`config.mk`:
```
export PLATFORM = sky130hd
export DESIGN_NAME = lock_sequencer
export DESIGN_NICKNAME = d
export VERILOG_FILES = /design/src/rtl/lock_sequencer.sv
export SDC_FILE = /design/constraint.sdc
export NUM_CORES = 1
export LEC_CHECK = 0
export ABC_CLOCK_PERIOD_IN_PS = 3300
export BUFFER_PORTS_ARGS = -buffer_cell sky130_fd_sc_hd__buf_2
export CORE_MARGIN = 10
export CORE_UTILIZATION = 45
export DETAILED_ROUTE_END_ITERATION = 16
export HOLD_SLACK_MARGIN = 0.05
export MAX_ROUTING_LAYER = met4
export PLACE_DENSITY_LB_ADDON = 0.12
export SLEW_MARGIN = 20
export SYNTH_ARGS = -nofsm -noshare
export SYNTH_HDL_FRONTEND = slang
export SYNTH_SLANG_ARGS = --single-unit
```
`constraint.sdc`:
```
create_clock -name clk -period 3.3 [get_ports clk]
set_clock_uncertainty 0.05 [all_clocks]
set_input_delay 0.33 -clock clk [delete_from_list [all_inputs] [get_ports clk]]
set_output_delay 0.33 -clock clk [all_outputs]
set_load 0.005 [all_outputs]
```
`src/rtl/lock_sequencer.sv`:
```
// lock_sequencer: strobed BCD code entry with failed-attempt lockout and
// in-field code programming. Every output is registered; next values are
// computed in one combinational block and captured in one clocked block.
//
// state      | meaning
// -----------+------------------------------------------------------------
// ST_ENTRY   | collecting digits and comparing them against the stored code
// ST_OPEN    | correct code entered; clear relocks, prog_req reprograms
// ST_CLOSED  | wrong code entered; waits for clear
// ST_LOCKOUT | MAX_FAIL consecutive failures; inputs ignored until timeout
// ST_PROGRAM | collecting a new code into the shadow register
module lock_sequencer #(
    parameter int                    N_DIGITS       = 6,
    parameter int                    MAX_FAIL       = 3,
    parameter int                    LOCKOUT_CYCLES = 1000,
    parameter logic [4*N_DIGITS-1:0] DEFAULT_CODE   = 24'h722297
) (
    input  logic       clk,
    input  logic       rst_n,
    input  logic [3:0] digit,
    input  logic       digit_valid,
    input  logic       clear,
    input  logic       prog_req,
    output logic [1:0] display_mode,
    output logic [2:0] entry_count,
    output logic [1:0] fail_count,
    output logic       locked_out,
    output logic       digit_err
);

    localparam int         TW   = $clog2(LOCKOUT_CYCLES + 1);
    localparam logic [2:0] LAST = 3'(N_DIGITS - 1);

    typedef enum logic [2:0] {
        ST_ENTRY,
        ST_OPEN,
        ST_CLOSED,
        ST_LOCKOUT,
        ST_PROGRAM
    } state_t;

    state_t                state, state_n;
    logic [2:0]            idx, idx_n;
    logic                  mismatch, mismatch_n;
    logic [1:0]            fail_n;
    logic [TW-1:0]         timer, timer_n;
    logic [4*N_DIGITS-1:0] code, code_n, shadow, shadow_n;
    logic [2:0]            count_n;
    logic                  err_n;
    logic                  digit_ok;
    logic [3:0]            code_digit;

    function automatic logic [1:0] mode_of(state_t s);
        case (s)
            ST_CLOSED:  return 2'b01;
            ST_OPEN:    return 2'b10;
            ST_LOCKOUT: return 2'b11;
            default:    return 2'b00;
        endcase
    endfunction

    // Next-state and next-output computation; priority clear > prog_req > digit.
    always_comb begin
        state_n    = state;
        idx_n      = idx;
        mismatch_n = mismatch;
        fail_n     = fail_count;
        timer_n    = timer;
        code_n     = code;
        shadow_n   = shadow;
        count_n    = entry_count;
        err_n      = 1'b0;
        digit_ok   = (digit <= 4'd9);
        // first-entered digit lives in the most-significant nibble
        code_digit = code[4*(N_DIGITS-1-int'(idx)) +: 4];

        case (state)
            ST_ENTRY: begin
                if (clear) begin
                    idx_n      = '0;
                    mismatch_n = 1'b0;
                    count_n    = '0;
                end else if (digit_valid) begin
                    if (!digit_ok) begin
                        err_n = 1'b1;
                    end else begin
                        count_n = idx + 3'd1;
                        if (idx == LAST) begin
                            idx_n      = '0;
                            mismatch_n = 1'b0;
                            if (!mismatch && digit == code_digit) begin
                                state_n = ST_OPEN;
                                fail_n  = '0;
                            end else begin
                                fail_n = fail_count + 2'd1;
                                if (fail_n == 2'(MAX_FAIL)) begin
                                    state_n = ST_LOCKOUT;
                                    timer_n = TW'(LOCKOUT_CYCLES - 1);
                                end else begin
                                    state_n = ST_CLOSED;
                                end
                            end
                        end else begin
                            idx_n = idx + 3'd1;
                            if (digit != code_digit) mismatch_n = 1'b1;
                        end
                    end
                end
            end
            ST_OPEN: begin
                if (clear) begin
                    state_n = ST_ENTRY;
                    count_n = '0;
                end else if (prog_req) begin
                    state_n = ST_PROGRAM;
                    idx_n   = '0;
                    count_n = '0;
                end else if (digit_valid && !digit_ok) begin
                    err_n = 1'b1;
                end
            end
            ST_CLOSED: begin
                if (clear) begin
                    state_n = ST_ENTRY;
                    count_n = '0;
                end else if (digit_valid && !digit_ok) begin
                    err_n = 1'b1;
                end
            end
            ST_LOCKOUT: begin
                if (timer == '0) begin
                    state_n = ST_ENTRY;
                    fail_n  = '0;
                    count_n = '0;
                end else begin
                    timer_n = timer - TW'(1);
                end
            end
            ST_PROGRAM: begin
                if (clear) begin
                    state_n = ST_OPEN;
                    idx_n   = '0;
                    count_n = '0;
                end else if (digit_valid) begin
                    if (!digit_ok) begin
                        err_n = 1'b1;
                    end else begin
                        shadow_n[4*(N_DIGITS-1-int'(idx)) +: 4] = digit;
                        if (idx == LAST) begin
                            code_n  = shadow_n;
                            state_n = ST_ENTRY;
                            idx_n   = '0;
                            count_n = '0;
                        end else begin
                            idx_n   = idx + 3'd1;
                            count_n = idx + 3'd1;
                        end
                    end
                end
            end
            default: begin
                state_n = ST_ENTRY;
                idx_n   = '0;
                count_n = '0;
            end
        endcase
    end

    // State and registered outputs, with synchronous active-low reset.
    always_ff @(posedge clk) begin
        if (!rst_n) begin
            state        <= ST_ENTRY;
            idx          <= '0;
            mismatch     <= 1'b0;
            fail_count   <= '0;
            timer        <= '0;
            code         <= DEFAULT_CODE;
            shadow       <= '0;
            display_mode <= 2'b00;
            entry_count  <= '0;
            locked_out   <= 1'b0;
            digit_err    <= 1'b0;
        end else begin
            state        <= state_n;
            idx          <= idx_n;
            mismatch     <= mismatch_n;
            fail_count   <= fail_n;
            timer        <= timer_n;
            code         <= code_n;
            shadow       <= shadow_n;
            display_mode <= mode_of(state_n);
            entry_count  <= count_n;
            locked_out   <= (state_n == ST_LOCKOUT);
            digit_err    <= err_n;
        end
    end

endmodule

```
Yosys cells after proc, flatten, opt, wreduce, memory -nomap -nowiden
Cells that the tools add are included.
{"block": "word_totals", "elab_cells": 129, "out_inout_bits": 9, "regBits": 74, "input_bits": 9}
{"block": "op_classes", "shifts": 3, "n_addsub": 5, "mux": 59, "reduce_logical": 19, "order_cmp": 1, "bitwise_logic": 2, "n_eq_ne": 29}
{"op": "$mux 3", "n": 24}
{"op": "$mux 10", "n": 7}
{"op": "$neg 6->33", "n": 1}
{"op": "$shift 4x33->24 const A", "n": 1}
{"op": "$shiftx 4x33->24", "n": 1}
{"op": "$pmux 3 s5", "n": 2}
{"op": "$bwmux 24", "n": 1}
{"op": "$shiftx 24x6->4", "n": 1}
{"op": "$ne 2x2->1 const B", "n": 11}
{"op": "$pmux 10 s2", "n": 1}
{"op": "$ne 3x3->1 const B", "n": 5}
{"op": "$mux 2", "n": 7}
{"op": "$mux 1", "n": 13}
{"op": "$eq 3x2->1 const B", "n": 4}
{"op": "$logic_not 10->1", "n": 1}
{"op": "$reduce_and 5->1", "n": 2}
{"op": "$sub 10x1->10 const B", "n": 1}
{"op": "$pmux 3 s3", "n": 1}
{"op": "$reduce_and 4->1", "n": 2}
{"op": "$reduce_and 8->1", "n": 1}
{"op": "$reduce_and 7->1", "n": 1}
{"op": "$eq 3x1->1 const B", "n": 2}
{"op": "$eq 3x3->1 const B", "n": 2}
{"op": "$ne 3x1->1 const B", "n": 2}
{"op": "other kinds (18)", "n": 24}

Logic depth before layout (Yosys ltp)
Gate-level depths: netlist of run 1.
{"block": "logic_depth", "depth_word": 12, "mapped_depth": 11, "mapped_depth_nobuf": 10}

Least setup slack after synthesis of run 1
OpenSTA, ideal clock, no wires.
{"block": "synth_timing", "path_type": "reg2reg", "startpoint": "reg idx[1]", "endpoint": "reg shadow[20]", "arrival_time_ns": 2.741, "setup_ns": 0.128, "required_time_ns": 3.122, "n_path_buf": 1, "slack_ns": 0.381, "synth_period_minus_slack_ns": 2.919, "stages_incl_launch_ff": 12, "path_cell_list": "dfxtp_1 > inv_1 > ha_1 > buf_6 > nand2b_1 > ha_1 > nand4b_1 > nor3_1 > nand4_1 > nor2_1 > mux2i_1 > nor2_1"}
{"block": "synth_via", "elab_chain_cells": 4, "elab_cells_between_ends": 5, "cone_classes": "add/sub (2); shift (2); mux (1)"}
{"item": "start: declaration", "line": "43", "text": "logic [2:0] idx, idx_n;"}
{"item": "start signal: assignment", "line": "185", "text": "idx <= idx_n;"}
{"item": "$sub 3x3->4 (*)", "line": "148", "text": "shadow_n[4*(N_DIGITS-1-int'(idx)) +: 4] = digit;"}
{"item": "$neg 6->33 (*)", "line": "148"}
{"item": "$shiftx 4x33->24 / $shift 4x33->24 (equally long branches)", "line": "148"}
{"item": "$bwmux 24 (*)", "line": "148"}
{"item": "end signal: assignment", "line": "190", "text": "shadow <= shadow_n;"}
{"item": "end: declaration", "line": "47", "text": "logic [4*N_DIGITS-1:0] code, code_n, shadow, shadow_n;"}
Mark *: on every way between the ends. The rest lies on a longest branch, timed or not.
A chain may end at the register's enable or synchronous reset.

Worst setup path after layout of run 1
{"block": "layout_timing", "startpoint": "reg idx[1]", "endpoint": "reg timer[9]"}
{"block": "layout_via", "elab_chain_cells": 6, "elab_cells_between_ends": 8, "cone_classes": "add/sub (1); eq/ne (4); shift (1); reduce/logical (2)"}
{"item": "$sub 3x3->4", "line": "75", "text": "code_digit = code[4*(N_DIGITS-1-int'(idx)) +: 4];"}
{"item": "$shiftx 24x6->4", "line": "75"}
{"item": "$eq 4x4->1", "line": "91", "text": "if (!mismatch && digit == code_digit) begin"}
{"item": "$logic_and 1x1->1", "line": "91"}
{"item": "$ne 2x2->1 (no line)"}
{"item": "$reduce_and 8->1 (no line) (*)"}
{"item": "end signal: assignment", "line": "188", "text": "timer <= timer_n;"}
{"item": "end: declaration", "line": "46", "text": "logic [TW-1:0] timer, timer_n;"}
Marks and branches as above.

==> results.json, run 1 <==
{
  "status": "finished clean",
  "regArea_um2": 1481,
  "synth_area_leaders": "dfxtp_1 37%, mux2i_1 11%, nor2_1 6.7%",
  "drive_gt1_share_pct": 11.20,
  "synth_top_family_by_area": "simple AND/OR/NAND/NOR gates",
  "firstDrtPassIters": 4,
  "die_width_um": 113.8,
  "rows": 34,
  "clock-sinks": 74,
  "cts_hold_buf": 0,
  "ir_drop_mv": 0.2082,
  "power_mw": 1.726,
  "grt_usage_pct": 15.41,
  "rsz0062_at_grt": "no",
  "hold_path_class": "primary input to flip-flop",
  "synth_seq_cells": 74,
  "worstSkewPairLatency_ps": 350,
  "area_growth_pct": 9.094,
  "grt_pass1_vias": 3233,
  "min_path_cells": 3,
  "crit_fanout": 8,
  "cts_tree": "built",
  "n_fill_cell": 880,
  "vias": 3359,
  "cellLeakagePower_nw": 1.687,
  "netlist_area_um2": 3963,
  "grt_overflow": 0,
  "routabilityCongestion": 0.8125,
  "fin_util_pct": 50.06,
  "root_buffer": "clkbuf_8",
  "critPathKind": "flip-flop to flip-flop",
  "synth-simple-area-share_pct": 22.99,
  "finalMaxSlewViolations": 0,
  "synth_top_area_share_pct": 37.39,
  "dieHeight_um": 113.8,
  "routed_wl_um": 9412,
  "synth_edf_count": 0,
  "async_reset_ff_share_pct": 0,
  "fin_nets": 499,
  "arrival_ps": 3200,
  "via_per_inst": 5.693,
  "hpwl_um": 6754,
  "synth_nets": 490,
  "max_freq_ghz": 0.3324,
  "hold_violations": 0,
  "synth-seq-area-share_pct": 37.39,
  "crit_path_end_kind": "flip-flop",
  "yosysMostFrequentCell": "dfxtp_1",
  "r2r_cells": 9,
  "port_buffers": 17,
  "grt_max_degree": 53,
  "synthTopCellsByCount": "74 x dfxtp_1, 71 x nor2_1, 43 x mux2i_1, 37 x nand2_1, 32 x a21oi_1",
  "die_area_um2": 12960,
  "antenna_left": 0,
  "syn_inst": 468,
  "powerDensity_nw_per_um2": 399.3,
  "muxShareOfSynthArea_pct": 10.86,
  "core_area_um2": 8636,
  "tightest_slew_ps": 781.1,
  "clock_path_buffers": 2,
  "clkTransAtPathRegs_ps": 80,
  "setup_viol": 0,
  "cts_setup_buffers": 0,
  "ios": 18,
  "synth_area_per_cell_um2": 8.467,
  "multi_input_area_um2": 2320,
  "synth_xor_area_share_pct": 0.6631,
  "fin_ws_ps": 291.2,
  "fin_crit_sh_pct": 91.18,
  "grt_pass1_wl_um": 15960,
  "synthAdderAreaFrac_pct": 4.294,
  "ys_types": 60,
  "cts_buffers": 9,
  "post-route-min-period_ps": 3009,
  "first_iter_violations": 157,
  "slew_headroom_pct": 47.73,
  "cap_violations": 0,
  "yosysWarnings": 0,
  "drc": 0,
  "post_cts_resized": 0,
  "worstPathRequired_ps": 3490,
  "place_ws_ps": 226.3,
  "yosys_most_used_dff": "dfxtp_1",
  "wl_per_cell_um": 15.95,
  "grt_antenna_before_repair": 0,
  "synth_compound_area_share_pct": 19.61,
  "yosysTopAreaCell": "dfxtp_1",
  "finalSetupTns_ps": 0,
  "critPathLaunchType": "flip-flop",
  "htreeDepth": 3,
  "initial_core_util_pct": 45.89,
  "num_antenna_cells": 0
}
-- power breakdown --
| group | switching (mW) | internal [mW] |
|---|---|---|
| clock network | 0.360 | 0.348 |
| registers | 0.00246 | 0.894 |
| logic | 0.0793 | 0.0426 |
-- stage by stage --
step / cell area, µm² / instances / hold WS (ps)
after floorplan: 3963 / 468 / 389.8
after global placement: 4125 / 574 / 408.0
after detailed placement: 4125 / 574 / 407.6
after CTS: 4318 / 590 / 198.8
after global routing: 4323 / 590 / 218.0
final: 4323 / 590 / 211.8
-- critical path: stages, from the launching register on --
cell and delay (ps):
dfxtp_1 490, inv_1 150, ha_2 450, buf_4 180, mux2i_1 180, nor2_1 70, or4_4 450, a221oi_4 460
a21oi_2 160, o221a_1 260
-- final timing paths --
kind | start | endpoint | slack [ps]
max | idx[1] | timer[9] | 290
min | digit_valid | digit_err | 210
max reg2reg | idx[1] | timer[9] | 290
min reg2reg | code[0] | code[0] | 420
-- cell usage in the layout, fill, tap and decap left out, types with 11 or more instances in the layout --
cell type and count:
a211oi_1 21, a21oi_1 32, buf_2 17, dfxtp_1 74, ha_1 11, mux2i_1 43
nand2_1 37, nand3_1 14, nor2_1 70, o21ai_0 18
-- sequential cells by signal, summed over array words and instances (netlist names) --
name,count
shadow,24
mismatch,1
state,3
code,24
locked_out,1
idx,3
fail_count,2
timer,10
display_mode,2
entry_count,3
digit_err,1
-- per-layer routing --
layer	vias up	share of wire (%)	global-route usage, %
li1	1710	-	-
met2	49	45	23.56
met4	0	1.7	5.514
met5	-	0	-
met1	1583	49	19.33
met3	17	4.2	3.832
-- cell type report --
type | count | share of cell area [%]
repair buffers | 26 | 3.531
multi-input cells | 355 | 53.66
well taps | 108 | 3.126
clock inverters | 7 | 1.592
clock buffers | 9 | 2.865
inverters | 11 | 0.9551
flip-flops and latches | 74 | 34.27
-- cell families (layout without fill, tap and decap cells) --
group	Yosys count	count (layout)
adder cells (fa/ha/maj)	13	13
flip-flops	74	74
multiplexers	43	43
XOR/XNOR	3	3
AO/OA/AOI/OAI	112	112
buffers and inverters	39	53
AND/OR/NAND/NOR	184	184
Power figures use the tool's default switching activity.
==> run 2, diff against run 1 <==
Settings changed: RECOVER_POWER set to 100, SLEW_MARGIN 20 to 10.
==> results.json, run 2 (synthesis gave the netlist of run 1 again) <==
{
  "ir_drop_mv": 0.2104,
  "final_area_um2": 4280,
  "rsz0062_at_grt": "no",
  "ios": 18,
  "clock-sinks": 74,
  "vias": 3326,
  "fin_cells": 590,
  "dieHeight_um": 113.8,
  "final_cell_mix": "74 x dfxtp_1, 70 x nor2_1, 43 x mux2i_1",
  "wl_per_cell_um": 16.08,
  "cts_buffers": 9,
  "die_width_um": 113.8,
  "tightest_slew_ps": 781.3,
  "hold_violations": 0,
  "die_area_um2": 12960,
  "grt_pass1_wl_um": 15960,
  "cap_violations": 0,
  "fin_crit_sh_pct": 90.96,
  "critPathLaunchType": "flip-flop",
  "largestRegisters": "code x24, shadow x24, timer x10",
  "routabilityCongestion": 0.8125,
  "num_antenna_cells": 0,
  "cts_setup_buffers": 0,
  "worstSkewPairLatency_ps": 350,
  "slew_headroom_pct": 47.72,
  "grt_max_degree": 53,
  "grt_usage_pct": 15.41,
  "min_path_cells": 3,
  "drive_gt1_share_pct": 8.299,
  "placed_area_um2": 4125,
  "hpwl_um": 6754,
  "worstPathRequired_ps": 3490,
  "root_buffer": "clkbuf_8",
  "first_iter_violations": 109,
  "htreeDepth": 3,
  "finalSetupTns_ps": 0,
  "rows": 34,
  "via_per_inst": 5.637,
  "startpoint": "idx[1]",
  "arrival_ps": 3190,
  "multi_input_area_um2": 2301,
  "r2r-end": "timer[9]",
  "drc": 0,
  "grt_pass1_vias": 3233,
  "finalMaxSlewViolations": 0,
  "clkTransAtPathRegs_ps": 90,
  "endpoint": "timer[9]",
  "worstReg2RegStart": "idx[1]",
  "crit_fanout": 8,
  "fin_nets": 499,
  "critPathKind": "flip-flop to flip-flop",
  "dp.cells": 574,
  "routed_wl_um": 9486,
  "cts_hold_buf": 0,
  "grt_overflow": 0,
  "cts_tree": "built",
  "reg2reg_slack_ps": 300,
  "post-route-min-period_ps": 3002,
  "status": "finished clean",
  "r2r_cells": 9,
  "layout_commonest_cell": "dfxtp_1",
  "grt_antenna_before_repair": 0,
  "clock_path_buffers": 2,
  "initial_core_util_pct": 45.89,
  "powerDensity_nw_per_um2": 403.6,
  "crit_path_end_kind": "flip-flop",
  "port_buffers": 17,
  "firstDrtPassIters": 4,
  "area_growth_pct": 8.020,
  "setup_viol": 0,
  "n_fill_cell": 888,
  "post_cts_resized": 0,
  "regArea_um2": 1481,
  "cellLeakagePower_nw": 1.630,
  "core_area_um2": 8636,
  "hold_path_class": "primary input to flip-flop",
  "max_freq_ghz": 0.3332,
  "antenna_left": 0
}
run 2: cell count changes in the layout (fill, tap and decap cells not counted), sizes merged:
cell / previous run / this run
buf: 26 / 13
clkbuf: 9 / 22
run 2: area by class of cell:
cell class	count	share of cell area (%)
Multi-Input combinational cell	355	53.76
Sequential cell	74	34.61
Tap cell	108	3.157
Timing Repair Buffer	26	3.011
Clock buffer	9	2.894
Clock inverter	7	1.608
Inverter	11	0.9646
run 2: where the power goes:
group	leakage [nW]	switching, mW	internal [mW]	total (mW)
sequential	0.597	0.00243	0.894	0.897
clock	0.0954	0.365	0.348	0.712
combinational	0.938	0.0787	0.0398	0.118
run 2: worst min-delay path by stage:
stage | start | endpoint | slack [ps]
after floorplan | code[0] | code[0] | 390
after global placement | shadow[5] | shadow[5] | 410
after detailed placement | code[0] | code[0] | 410
after CTS | digit_valid | digit_err | 200
after global routing | digit_valid | digit_err | 220
final | digit_valid | digit_err | 200
run 2: stage by stage:
step | util [%] | hold slack, ps | setup slack, ps | total power [mW]
finish | 49.57 | 204.0 | 298.5 | 1.728
global route | 49.57 | 218.0 | 70.13 | 1.792
CTS | 50.00 | 198.8 | 201.5 | 1.744
floorplan | - | 389.8 | 381.3 | 1.004
global placement | 47.77 | 408.0 | 301.4 | 1.039
detailed placement | 47.77 | 407.6 | 226.3 | 1.040
run 2: routing by layer:
layer  vias to the layer above  GRT usage [%]  part of all wire (%)  routed length, µm
li1                       1707              -                     -                  -
met1                      1559          19.33                    50               4736
met2                        45          23.56                    45               4233
met3                        15          3.832                   3.8                359
met4                         0          5.514                   1.7                157
met5                         -              -                     0                  0
run 2: critical path, cell delays in order (launching register included):
cell      delay (ps)
dfxtp_1          490
inv_1            150
ha_2             450
buf_4            180
mux2i_1          180
nor2_1            70
or4_4            440
a221oi_4         460
a21oi_2          160
o221a_1          260
==> run 3, diff against run 2 <==
==> constraint.sdc (replaced) <==
create_clock -name clk -period 3.3 [get_ports clk]
set_clock_uncertainty 0.05 [all_clocks]
set_input_delay 0.495 -clock clk [delete_from_list [all_inputs] [get_ports clk]]
set_output_delay 0.495 -clock clk [all_outputs]
set_load 0.005 [all_outputs]
==> results.json, run 3 (synthesis gave the netlist of run 1 again) <==
{
  "grt_antenna_before_repair": 0,
  "n_fill_cell": 849,
  "cap_violations": 0,
  "grt_pass1_wl_um": 16040,
  "wl_per_cell_um": 16.10,
  "fin_nets": 504,
  "min_from": "digit_valid",
  "core_area_um2": 8636,
  "startpoint": "idx[1]",
  "critPathSlowestCell": "dfxtp_1",
  "critPathLaunchType": "flip-flop",
  "cts_hold_buf": 0,
  "critPathKind": "flip-flop to flip-flop",
  "drc": 0,
  "path_cells": "inv_1 -> ha_1 -> buf_4 -> mux2i_1 -> nor2_1 -> or4_1 -> a221oi_4 -> a21oi_2 -> o221a_1",
  "fin_crit_sh_pct": 95.32,
  "fin_cells": 595,
  "vias": 3400,
  "worstSkewPairLatency_ps": 360,
  "die_width_um": 113.8,
  "port_buffers": 17,
  "routed_wl_um": 9582,
  "crit_path_end_kind": "flip-flop",
  "hold_violations": 0,
  "via_per_inst": 5.714,
  "initial_core_util_pct": 45.89,
  "clkTransAtPathRegs_ps": 80,
  "clock_path_buffers": 2,
  "area_growth_pct": 10.07,
  "grt_max_degree": 30,
  "ir_drop_mv": 0.2073,
  "firstDrtPassIters": 5,
  "finalSetupTns_ps": 0,
  "antenna_left": 0,
  "first_iter_violations": 158,
  "crit_fanout": 8,
  "tightest_slew_ps": 708.3,
  "path_delay_family": "compound AO/OA/AOI/OAI gates",
  "num_antenna_cells": 0,
  "max_freq_ghz": 0.3179,
  "hold_path_class": "primary input to flip-flop",
  "grt_overflow": 0,
  "htreeDepth": 3,
  "cpPeakStageDelay_ps": 500,
  "rows": 34,
  "ios": 18,
  "dieHeight_um": 113.8,
  "setup_viol": 0,
  "path_buf_inv": 2,
  "post-route-min-period_ps": 3146,
  "worstPathRequired_ps": 3500,
  "rsz0062_at_grt": "no",
  "die_area_um2": 12960,
  "cts_buffers": 9,
  "root_buffer": "clkbuf_8",
  "dp.cells": 579,
  "final_cell_mix": "74 x dfxtp_1, 69 x nor2_1, 43 x mux2i_1",
  "grt_usage_pct": 15.57,
  "hpwl_um": 6824,
  "slew_headroom_pct": 52.78,
  "power_mw": 1.894,
  "layout_commonest_cell": "dfxtp_1",
  "cts_tree": "built",
  "grt_pass1_vias": 3261,
  "status": "finished clean",
  "worstReg2RegStart": "idx[1]",
  "largestRegisters": "code x24, shadow x24, timer x10",
  "powerDensity_nw_per_um2": 434.1,
  "finalMaxSlewViolations": 0,
  "clock-sinks": 74,
  "drive_gt1_share_pct": 8.624,
  "arrival_ps": 3350,
  "cellLeakagePower_nw": 1.683,
  "routabilityCongestion": 0.8087
}
==> run 3: cell count changes in the layout (fill, tap and decap cells not counted), moves of 2 or more <==
cell | previous run | this run
buf_4 | 5 | 11
clkinv_2 | 3 | 0
bufinv_16 | 1 | 3
clkbuf_1 | 11 | 13
clkinvlp_4 | 2 | 0
==> run 3: power breakdown <==
part / leakage [nW] / internal [mW] / switching (mW)
combinational: 0.965 / 0.0421 / 0.0803
sequential: 0.597 / 0.894 / 0.00257
clock: 0.121 / 0.525 / 0.349
==> run 3: final timing paths <==
check / endpoint / slack [ps] / cells after the start
hold reg to reg: shadow[15] / 430 / 2
setup reg to reg: timer[9] / 150 / 9
setup / recovery: timer[9] / 150 / 9
hold / removal: digit_err / 370 / 3
==> run 3: cell type report <==
| type | count | area [µm²] | area share, % |
|---|---|---|---|
| clock buffer | 12 | 145.1 | 3.328 |
| tap | 108 | 135.1 | 3.098 |
| inverter | 11 | 41.29 | 0.9466 |
| sequential | 74 | 1481 | 33.96 |
| timing repair buffer | 31 | 168.9 | 3.873 |
| multi-input combinational | 355 | 2291 | 52.52 |
| clock inverter | 4 | 98.84 | 2.266 |
==> run 3: per-stage QoR <==
step	util (%)	hold WS [ps]	area, µm²	setup WS, ps
2_1_floorplan	-	389.8	3963	381.3
3_3_place_gp	48.20	409.3	4163	315.8
3_5_place_dp	48.20	415.9	4163	215.9
4_1_cts	51.03	358.2	4407	205.3
5_1_grt	50.51	376.6	4362	10.45
6_report	50.51	373.7	4362	154.4
==> run 3: tightest hold or removal path: cells and delay by family <==
family,cells,cell delay [ps]
buf+inv,1,140
simple gates,2,100
==> run 3: timing repair <==
| item | CTS | global route |
|---|---|---|
| setup buffers | 0 | 0 |
| endpoints found under the setup margin | 0 | 5 |
| gates resized for setup | 0 | 2 |
==> run 3: metal layers <==
layer	GRT usage, %	vias to the layer above	share of wire (%)
met3	3.045	14	3.6
li1	-	1715	-
met4	5.764	0	1.4
met1	19.59	1615	49
met5	-	-	0
met2	24.25	56	46
